### src/rtl/color_switch_ctrl.sv
// Switch/button front end for the VGA colour stage: synchronize, debounce, and pick the colour.
// Define COLOR_CYCLE_EN to build the push-button colour-cycling mode; without it the colour follows sw.
module color_switch_ctrl #(
  parameter int DEBOUNCE_CYCLES = 250000,
  parameter int CNT_W           = 18
) (
  input  logic       clk,
  input  logic       rst_n,
  input  logic [2:0] sw,
  input  logic       btn,
  output logic       red_out,
  output logic       green_out,
  output logic       blue_out,
  output logic       mode_cycle
);

  localparam logic [CNT_W-1:0] CNT_MAX = CNT_W'(DEBOUNCE_CYCLES - 1);

  // Switch path: two-flop synchronizer followed by a per-bit debouncer
  logic [2:0]       sw_meta_q, sw_sync_q;
  logic [2:0]       sw_stable_q, sw_stable_d;
  logic [CNT_W-1:0] sw_cnt_q [3];
  logic [CNT_W-1:0] sw_cnt_d [3];

  always_comb begin
    sw_stable_d = sw_stable_q;
    for (int i = 0; i < 3; i++) begin
      sw_cnt_d[i] = sw_cnt_q[i];
      if (sw_sync_q[i] == sw_stable_q[i]) begin
        sw_cnt_d[i] = '0;
      end else if (sw_cnt_q[i] == CNT_MAX) begin
        sw_stable_d[i] = sw_sync_q[i];
        sw_cnt_d[i]    = '0;
      end else begin
        sw_cnt_d[i] = sw_cnt_q[i] + CNT_W'(1);
      end
    end
  end

  always_ff @(posedge clk or negedge rst_n) begin
    if (!rst_n) begin
      sw_meta_q   <= '0;
      sw_sync_q   <= '0;
      sw_stable_q <= '0;
      for (int i = 0; i < 3; i++) sw_cnt_q[i] <= '0;
    end else begin
      sw_meta_q   <= sw;
      sw_sync_q   <= sw_meta_q;
      sw_stable_q <= sw_stable_d;
      for (int i = 0; i < 3; i++) sw_cnt_q[i] <= sw_cnt_d[i];
    end
  end

  logic [2:0] colour_d, colour_q;

`ifdef COLOR_CYCLE_EN
  typedef enum logic {DIRECT = 1'b0, CYCLE = 1'b1} state_e;

  logic             btn_meta_q, btn_sync_q;
  logic             btn_stable_q, btn_stable_d;
  logic             btn_prev_q;
  logic [CNT_W-1:0] btn_cnt_q, btn_cnt_d;
  logic [2:0]       sw_prev_q;
  logic             btn_rise, sw_chg;
  state_e           state_q, state_d;
  logic [2:0]       idx_q, idx_d;

  always_comb begin
    btn_stable_d = btn_stable_q;
    btn_cnt_d    = btn_cnt_q;
    if (btn_sync_q == btn_stable_q) begin
      btn_cnt_d = '0;
    end else if (btn_cnt_q == CNT_MAX) begin
      btn_stable_d = btn_sync_q;
      btn_cnt_d    = '0;
    end else begin
      btn_cnt_d = btn_cnt_q + CNT_W'(1);
    end
  end

  // Edge detectors compare the debounced levels against their previous-cycle copies
  assign btn_rise = btn_stable_q & ~btn_prev_q;
  assign sw_chg   = (sw_stable_q != sw_prev_q);

  always_ff @(posedge clk or negedge rst_n) begin
    if (!rst_n) begin
      btn_meta_q   <= 1'b0;
      btn_sync_q   <= 1'b0;
      btn_stable_q <= 1'b0;
      btn_cnt_q    <= '0;
      btn_prev_q   <= 1'b0;
      sw_prev_q    <= '0;
      state_q      <= DIRECT;
      idx_q        <= '0;
    end else begin
      btn_meta_q   <= btn;
      btn_sync_q   <= btn_meta_q;
      btn_stable_q <= btn_stable_d;
      btn_cnt_q    <= btn_cnt_d;
      btn_prev_q   <= btn_stable_q;
      sw_prev_q    <= sw_stable_q;
      state_q      <= state_d;
      idx_q        <= idx_d;
    end
  end

  // A switch change takes priority over a button press while cycling
  always_comb begin
    state_d = state_q;
    idx_d   = idx_q;
    case (state_q)
      DIRECT: begin
        if (btn_rise) begin
          state_d = CYCLE;
          idx_d   = sw_stable_q + 3'd1;
        end
      end
      CYCLE: begin
        if (sw_chg) begin
          state_d = DIRECT;
        end else if (btn_rise) begin
          idx_d = idx_q + 3'd1;
        end
      end
      default: state_d = DIRECT;
    endcase
    colour_d = (state_d == CYCLE) ? idx_d : sw_stable_q;
  end

  assign mode_cycle = (state_q == CYCLE);
`else
  logic unused_btn;
  assign unused_btn = btn;

  always_comb begin
    colour_d = sw_stable_q;
  end

  assign mode_cycle = 1'b0;
`endif

  always_ff @(posedge clk or negedge rst_n) begin
    if (!rst_n) begin
      colour_q <= '0;
    end else begin
      colour_q <= colour_d;
    end
  end

  assign red_out   = colour_q[2];
  assign green_out = colour_q[1];
  assign blue_out  = colour_q[0];

endmodule

### config.mk
export PLATFORM = sky130hd
export DESIGN_NAME = color_switch_ctrl
export DESIGN_NICKNAME = d
export VERILOG_FILES = /design/src/rtl/color_switch_ctrl.sv
export SDC_FILE = /design/constraint.sdc
export NUM_CORES = 1
export LEC_CHECK = 0
export BUFFER_PORTS_ARGS = -buffer_cell sky130_fd_sc_hd__buf_2
export CORE_MARGIN = 1.5
export CORE_UTILIZATION = 25
export DETAILED_ROUTE_END_ITERATION = 6
export GPL_ROUTABILITY_DRIVEN = 0
export PLACE_DENSITY = 0.49
export SLEW_MARGIN = 15
export SYNTH_ARGS = -nofsm -noshare
export SYNTH_HDL_FRONTEND = slang
export SYNTH_SLANG_ARGS = --single-unit
### constraint.sdc
create_clock -name clk -period 4.5 [get_ports clk]
set_input_delay 0.9 -clock clk [delete_from_list [all_inputs] [get_ports clk]]
set_output_delay 0.9 -clock clk [all_outputs]
set_load 0.005 [all_outputs]
Yosys cells after proc, flatten, opt, wreduce, memory -nomap -nowiden
Index checks and enable logic that the tools add are counted.

Register bits: 66. Input port bits: 6. Word-level logic and storage cells: 30.

Add/sub/neg operators: 3. Equal/unequal tests: 6. Muxes and demuxes: 6. Bitwise operators: 3. Reductions and logical operators: 3.

Operators with widths (number): $mux 18 (6); $add 18x1->18 const B (3); $eq 18x18->1 const B (3); $reduce_and 2->1 (3); $eq 1x1->1 (3); $not 1->1 (3).

Logic depth before layout (Yosys ltp)
Gate-level depths: netlist of run 1.

Word-level depth: 3. Gate-level depth with buffers: 5.

Least setup slack after synthesis of run 1
No wires, ideal clock.

Path type: reg-to-reg. Start point: register sw_cnt_q[13] (netlist bit). End point: register sw_stable_q[2], in the netlist colour_d[2]. Setup time: 0.125 ns. Data arrival time: 1.878 ns. Data required time: 4.375 ns. Setup slack: 2.497 ns. Stages on the path, launching flop included: 5. Clock period less this slack: 2.003 ns. Cells stage by stage: dfrtp_1 > or4b_1 > or4_4 > nor2_1 > mux2_2.

Word-level cells in the longest chain between the ends: 2.

RTL lines: from (decl) (line 22) `logic [CNT_W-1:0] sw_cnt_q [3];`; $eq 18x18->1 (line 31) `end else if (sw_cnt_q[i] == CNT_MAX) begin`; $reduce_and 2->1 (no line); to (signal assigned) (line 49) `sw_stable_q <= sw_stable_d;`; to (decl) (line 21) `logic [2:0] sw_stable_q, sw_stable_d;`.

Every way passes these cells. A chain may end at the register's enable or synchronous reset.

Final worst setup path of run 1
Start point: register sw_cnt_q[18] (netlist bit). End point: register sw_stable_q[1], in the netlist colour_d[1].

Same word-level chain as after synthesis.

==> impl_metrics.json, run 1 <==
{
  "status": "completed",
  "post_cts_buffers": 0,
  "gr-usage-met2_pct": 15.5,
  "vias_per_cell": 4.53,
  "cts_tree": "done",
  "syn_nets": 304,
  "critical_path_class": "flip-flop to flip-flop",
  "crit_family": "simple AND/OR/NAND/NOR gates",
  "stdcell_count": 463,
  "synth-seq-cells": 66,
  "fin_util_pct": 30.0,
  "rsz0062_at_grt": "false",
  "met1_usage_pct": 11.8,
  "clkSinkCount": 66,
  "p_per_area_nw_per_um2": 388,
  "crit_slowest_cell": "or4_1",
  "synth.largest_area_cell": "dfrtp_1",
  "tns_ps": 0,
  "timing.final.crit_share_pct": 48.4,
  "hpwl_mm": 3.72,
  "relSlewSlack_pct": 49.0,
  "worstPathCellList": "ha_1 -> nand4_2 -> or3_1 -> or4_1 -> mux2_1",
  "synth_warnings": 0,
  "critPathLaunchType": "flip-flop",
  "grt_pass1_vias": 2174,
  "areaGrowthSynthToFinish_pct": 17.5,
  "maxCapViolations": 0,
  "grt_busiest_layer": "met2",
  "grt_max_degree": 36,
  "hold_buffers": 0,
  "overflow": 0,
  "drive_gt1_share_pct": 10.4,
  "slew_violations": 0,
  "setup_viol": 0,
  "initial_core_util_pct": 25.5,
  "clock_latency_ps": 330,
  "numCtsBuffers": 9,
  "worstMarginPinSlew_ps": 765,
  "wl_mm": 5.62,
  "synth_cell_types": 35,
  "ys_seq_area_share_pct": 54.1,
  "endpoint_kind": "flip-flop",
  "syn_inst": 295,
  "clockBufferDepth": 2,
  "vias": 2099,
  "fin_skew_ps": 8.29,
  "cp.arrival_ps": 2400,
  "cts_root_buf": "clkbuf_16",
  "drc_errors": 0,
  "timing.fmax_mhz": 460,
  "worstPathMaxFanout": 7,
  "drt_pre_antenna_iters": 4,
  "path_buf_inv": 0,
  "fin_nets": 320,
  "row_count": 40,
  "hp-class": "flip-flop to flip-flop",
  "syn_area_per_cell_um2": 10.3,
  "grtUsageMet3_pct": 3.45,
  "track_usage_pct": 9.68,
  "synth_top_area_share_pct": 54.1,
  "antenna_found_initial": 0,
  "r2r-start": "sw_cnt_q[18]",
  "finalCriticalPeriod_ps": 2180,
  "r2r_slack_ps": 2320,
  "ys_top_cells_by_area": "dfrtp_1, xnor2_1, nor2_1, xor2_1, nand3_1",
  "required_ps": 4720,
  "htreeDepth": 3,
  "io_pins": 10,
  "clkTransAtPathRegs_ps": 60,
  "seqCellArea_um2": 1650,
  "postRouteAntennaNets": 0,
  "finalHoldViolCount": 0,
  "grt_pass1_wl_mm": 9.98,
  "antennaDiodeCount": 0,
  "cts_resized": 0,
  "fp.dieW_um": 114,
  "io_buffers": 7,
  "core_region_area_um2": 12000,
  "drt_iter0_drc": 73,
  "syn_area_um2": 3050,
  "p_leak_nw": 1.41,
  "die_h_um": 114,
  "irDropWorstVdd_mv": 0.172,
  "setup.worst_path.start": "sw_cnt_q[18]",
  "die-area_um2": 12900,
  "min_from": "sw_meta_q[0]",
  "slowest_delay_ps": 440,
  "fillers": 1230,
  "dp_cells": 447,
  "multi_input_area_um2": 1340,
  "drt-wirelength-per-cell_um": 12.1
}
worst register-to-register path, cell delays in order, from the launching register on:
cell and delay (ps):
dfrtp_1 380, ha_1 230, nand4_2 260, or3_1 430
or4_1 440, mux2_1 320
synthesized netlist by cell type:
library cell and number:
dfrtp_1 66, nor4_1 12, o31ai_2 1, nand3_1 17, buf_6 1, nor2b_1 1
o21ai_4 1, or3_1 3, ha_1 3, xor2_1 12, nor3_1 9, xnor2_1 34
mux2_2 2, or4_4 1, mux2_1 1, nand4_1 13, conb_1 1, buf_4 1
o31ai_1 4, inv_1 11, and2_1 1, a21oi_1 5, nand2b_1 1, nand2_1 15
and4_1 3, o41ai_2 1, or4b_1 1, nor2_1 58, nand4_2 1, o21ai_0 1
or4_1 8, and3_1 1, nor4b_1 2, buf_2 2, or2_2 1
kinds of logic (layout without fill, tap and decap cells):
kind of cell,after synthesis,count (layout),share of synthesized area (%)
fa+ha+maj,3,3,1.23
other cells,1,1,0.123
buf+inv,15,36,2.30
mux,3,3,1.11
flops,66,66,54.1
simple gates,148,148,24.5
compound gates,13,13,3.44
xor+xnor,46,46,13.2
cell usage in the layout (no fill, tap or decap), types with 2 or more instances in the layout:
master and instances:
or3_1 3, nor4_1 12, clkinvlp_4 2, nand2_1 15
nand4_1 13, nand3_1 17, xnor2_1 34, a21oi_1 5
nor4b_1 2, clkinv_2 2, buf_2 7, ha_1 3
mux2_2 2, inv_1 11, clkbuf_16 9, dfrtp_1 66
or4_1 8, bufinv_16 2, nor3_1 9, xor2_1 12
and4_1 3, buf_4 2, o31ai_1 4, nor2_1 58
where the power goes:
group | switching (mW) | total (mW) | internal [mW]
registers | 0.00758 | 0.611 | 0.603
clock network | 0.261 | 0.744 | 0.483
logic | 0.0255 | 0.0358 | 0.0104
total | 0.294 | 1.39 | 1.10
per-layer routing:
layer | vias to the layer above | part of all wire (%)
met2 | 17 | 47
met4 | 0 | 1.7
li1 | 1054 | -
met1 | 1015 | 47
met5 | - | 0
met3 | 13 | 3.8
cell type report:
type / count / area share, %
sequential: 66 / 46.1
multi-input combinational: 214 / 37.4
clock buffer: 9 / 6.28
tap: 147 / 5.13
clock inverter: 7 / 2.62
timing repair buffer: 9 / 1.40
inverter: 11 / 1.15
final timing paths:
kind / to / depth (start not counted)
max in group asynchronous: sw_cnt_q[35] / 2
max reg2reg: colour_d[1] / 5
min in group asynchronous: sw_cnt_q[50] / 1
min reg2reg: sw_sync_q[0] / 0
min: sw_sync_q[0] / 0
max: colour_d[1] / 5
state kept, by name (all words and copies together) (netlist names):
register and cells:
sw_cnt_q 54, sw_sync_q 3, colour_d 3, sw_meta_q 3, colour_q 3
stage by stage:
stage / cell area, um^2 / total power [mW] / hold WS, ps / setup WS (ps)
final: 3590 / 1.39 / 343 / 2320
after global routing: 3590 / 1.44 / 365 / 2190
after CTS: 3580 / 1.42 / 349 / 2210
after detailed placement: 3260 / 0.658 / 339 / 2220
after global placement: 3260 / 0.659 / 336 / 2210
after floorplan: 3050 / 0.640 / 331 / 2500
(Power assumes the default switching activity.)
==> run 2: changes to the inputs <==
- clock period: 4.5 -> 2.1 ns (I/O delays scaled with it)
==> run 2 against run 1 <==
Final area is 2.8% higher; die area stayed put; maximum frequency is 7.7% higher; critical path depth is 1 lower; worst setup slack worse by 2200 ps; sequential power is 110% higher; critical path type unchanged; largest cell class unchanged; largest power group unchanged.
==> impl_metrics.json, run 2 (same netlist as run 1, synthesis figures left out) <==
{
  "timing.fmax_mhz": 495,
  "slew_violations": 0,
  "tns_ps": 0,
  "cts_tree": "done",
  "grt_pass1_vias": 2266,
  "status": "completed",
  "cts_resized": 0,
  "clkTransAtPathRegs_ps": 50,
  "final_cell_area_um2": 3680,
  "drive_gt1_share_pct": 14.2,
  "initial_core_util_pct": 25.5,
  "hp-class": "input port to asynchronous set/reset pin",
  "drc_errors": 0,
  "drt_pre_antenna_iters": 4,
  "final_cell_mix": "dfrtp_1, nor2_1, xnor2_1",
  "core_region_area_um2": 12000,
  "drt-wirelength-per-cell_um": 12.0,
  "track_usage_pct": 10.1,
  "antennaDiodeCount": 0,
  "post_cts_buffers": 0,
  "p_leak_nw": 1.49,
  "grt_max_degree": 50,
  "areaGrowthSynthToFinish_pct": 20.7,
  "vias_per_cell": 4.50,
  "critical_path_class": "flip-flop to flip-flop",
  "worstPathCellList": "or4b_1 -> or4_4 -> nor2_1 -> mux2_2",
  "io_buffers": 7,
  "fin_skew_ps": 5.17,
  "antenna_found_initial": 0,
  "maxCapViolations": 0,
  "clockBufferDepth": 2,
  "endpoint_kind": "flip-flop",
  "crit_family": "simple AND/OR/NAND/NOR gates",
  "overflow": 0,
  "postRouteAntennaNets": 0,
  "worstPathMaxFanout": 2,
  "fp.dieW_um": 114,
  "die_h_um": 114,
  "timing.final.crit_share_pct": 96.2,
  "cts_root_buf": "clkbuf_16",
  "clkSinkCount": 66,
  "place_area_um2": 3400,
  "fin_nets": 337,
  "grt_pass1_wl_mm": 10.4,
  "crit_slowest_cell": "or4_4",
  "p_per_area_nw_per_um2": 775,
  "top_register": "sw_cnt_q",
  "io_pins": 10,
  "vias": 2157,
  "cp.arrival_ps": 2230,
  "finalCriticalPeriod_ps": 2020,
  "finalHoldViolCount": 0,
  "required_ps": 2310,
  "htreeDepth": 3,
  "slowest_delay_ps": 540,
  "critPathLaunchType": "flip-flop",
  "irDropWorstVdd_mv": 0.462,
  "largest_register_ff_count": 54,
  "wl_mm": 5.73,
  "drt_iter0_drc": 95,
  "hold_buffers": 0,
  "worstRegToRegCells": 4,
  "crit_cells": 4,
  "die-area_um2": 12900,
  "final_common_cell": "dfrtp_1",
  "row_count": 40,
  "clock_latency_ps": 330,
  "hpwl_mm": 4.03,
  "path_buf_inv": 0,
  "setup_viol": 0,
  "rsz0062_at_grt": "false",
  "numCtsBuffers": 9
}
run 2: area by class of cell:
type | count | area, um^2
clock inverters | 3 | 40.0
repair buffers | 26 | 190
inverters | 11 | 41.3
fillers | 1232 | 8280
clock buffers | 12 | 246
flip-flops and latches | 66 | 1650
multi-input cells | 214 | 1330
well taps | 147 | 184
run 2: worst paths after layout:
path	startpoint	endpoint	slack (ps)
max	sw_cnt_q[13]	colour_d[2]	80
max in group asynchronous	rst_n	sw_cnt_q[16]	1480
min reg2reg	sw_meta_q[0]	sw_sync_q[0]	350
min in group clk	sw[2]	sw_meta_q[2]	200
max reg2reg	sw_cnt_q[13]	colour_d[2]	80
min	rst_n	sw_cnt_q[5]	30
run 2: per-stage QoR:
| step | instances | util [%] | hold slack [ps] | setup slack (ps) | power (mW) |
|---|---|---|---|---|---|
| final | 479 | 30.8 | 26.7 | 79.5 | 2.85 |
| after global routing | 479 | 30.8 | 51.4 | 9.42 | 2.98 |
| after CTS | 479 | 30.8 | 26.7 | 81.4 | 2.92 |
| after detailed placement | 464 | 28.4 | 337 | 92.7 | 1.42 |
| after global placement | 464 | 28.4 | 338 | 106 | 1.42 |
| after floorplan | 295 | - | 124 | 97.1 | 1.37 |
run 2: power by group:
group	internal, mW	leakage (nW)	switching (mW)	total, mW
clock	0.940	0.142	0.519	1.46
combinational	0.0304	0.443	0.0560	0.0864
sequential	1.29	0.901	0.0166	1.31
run 2: worst register-to-register path, delay by kind of cell (launching register included):
family | cells | cell delay (ps)
and+or+nand+nor | 3 | 1180
DFF | 1 | 380
muxes | 1 | 340
run 2: metal layers:
metal	global-route usage (%)	vias up	wire, um
met5	0	-	0
met4	3.42	0	85
met1	12.6	1040	2820
met3	4.04	11	222
met2	15.9	24	2600
li1	-	1082	-
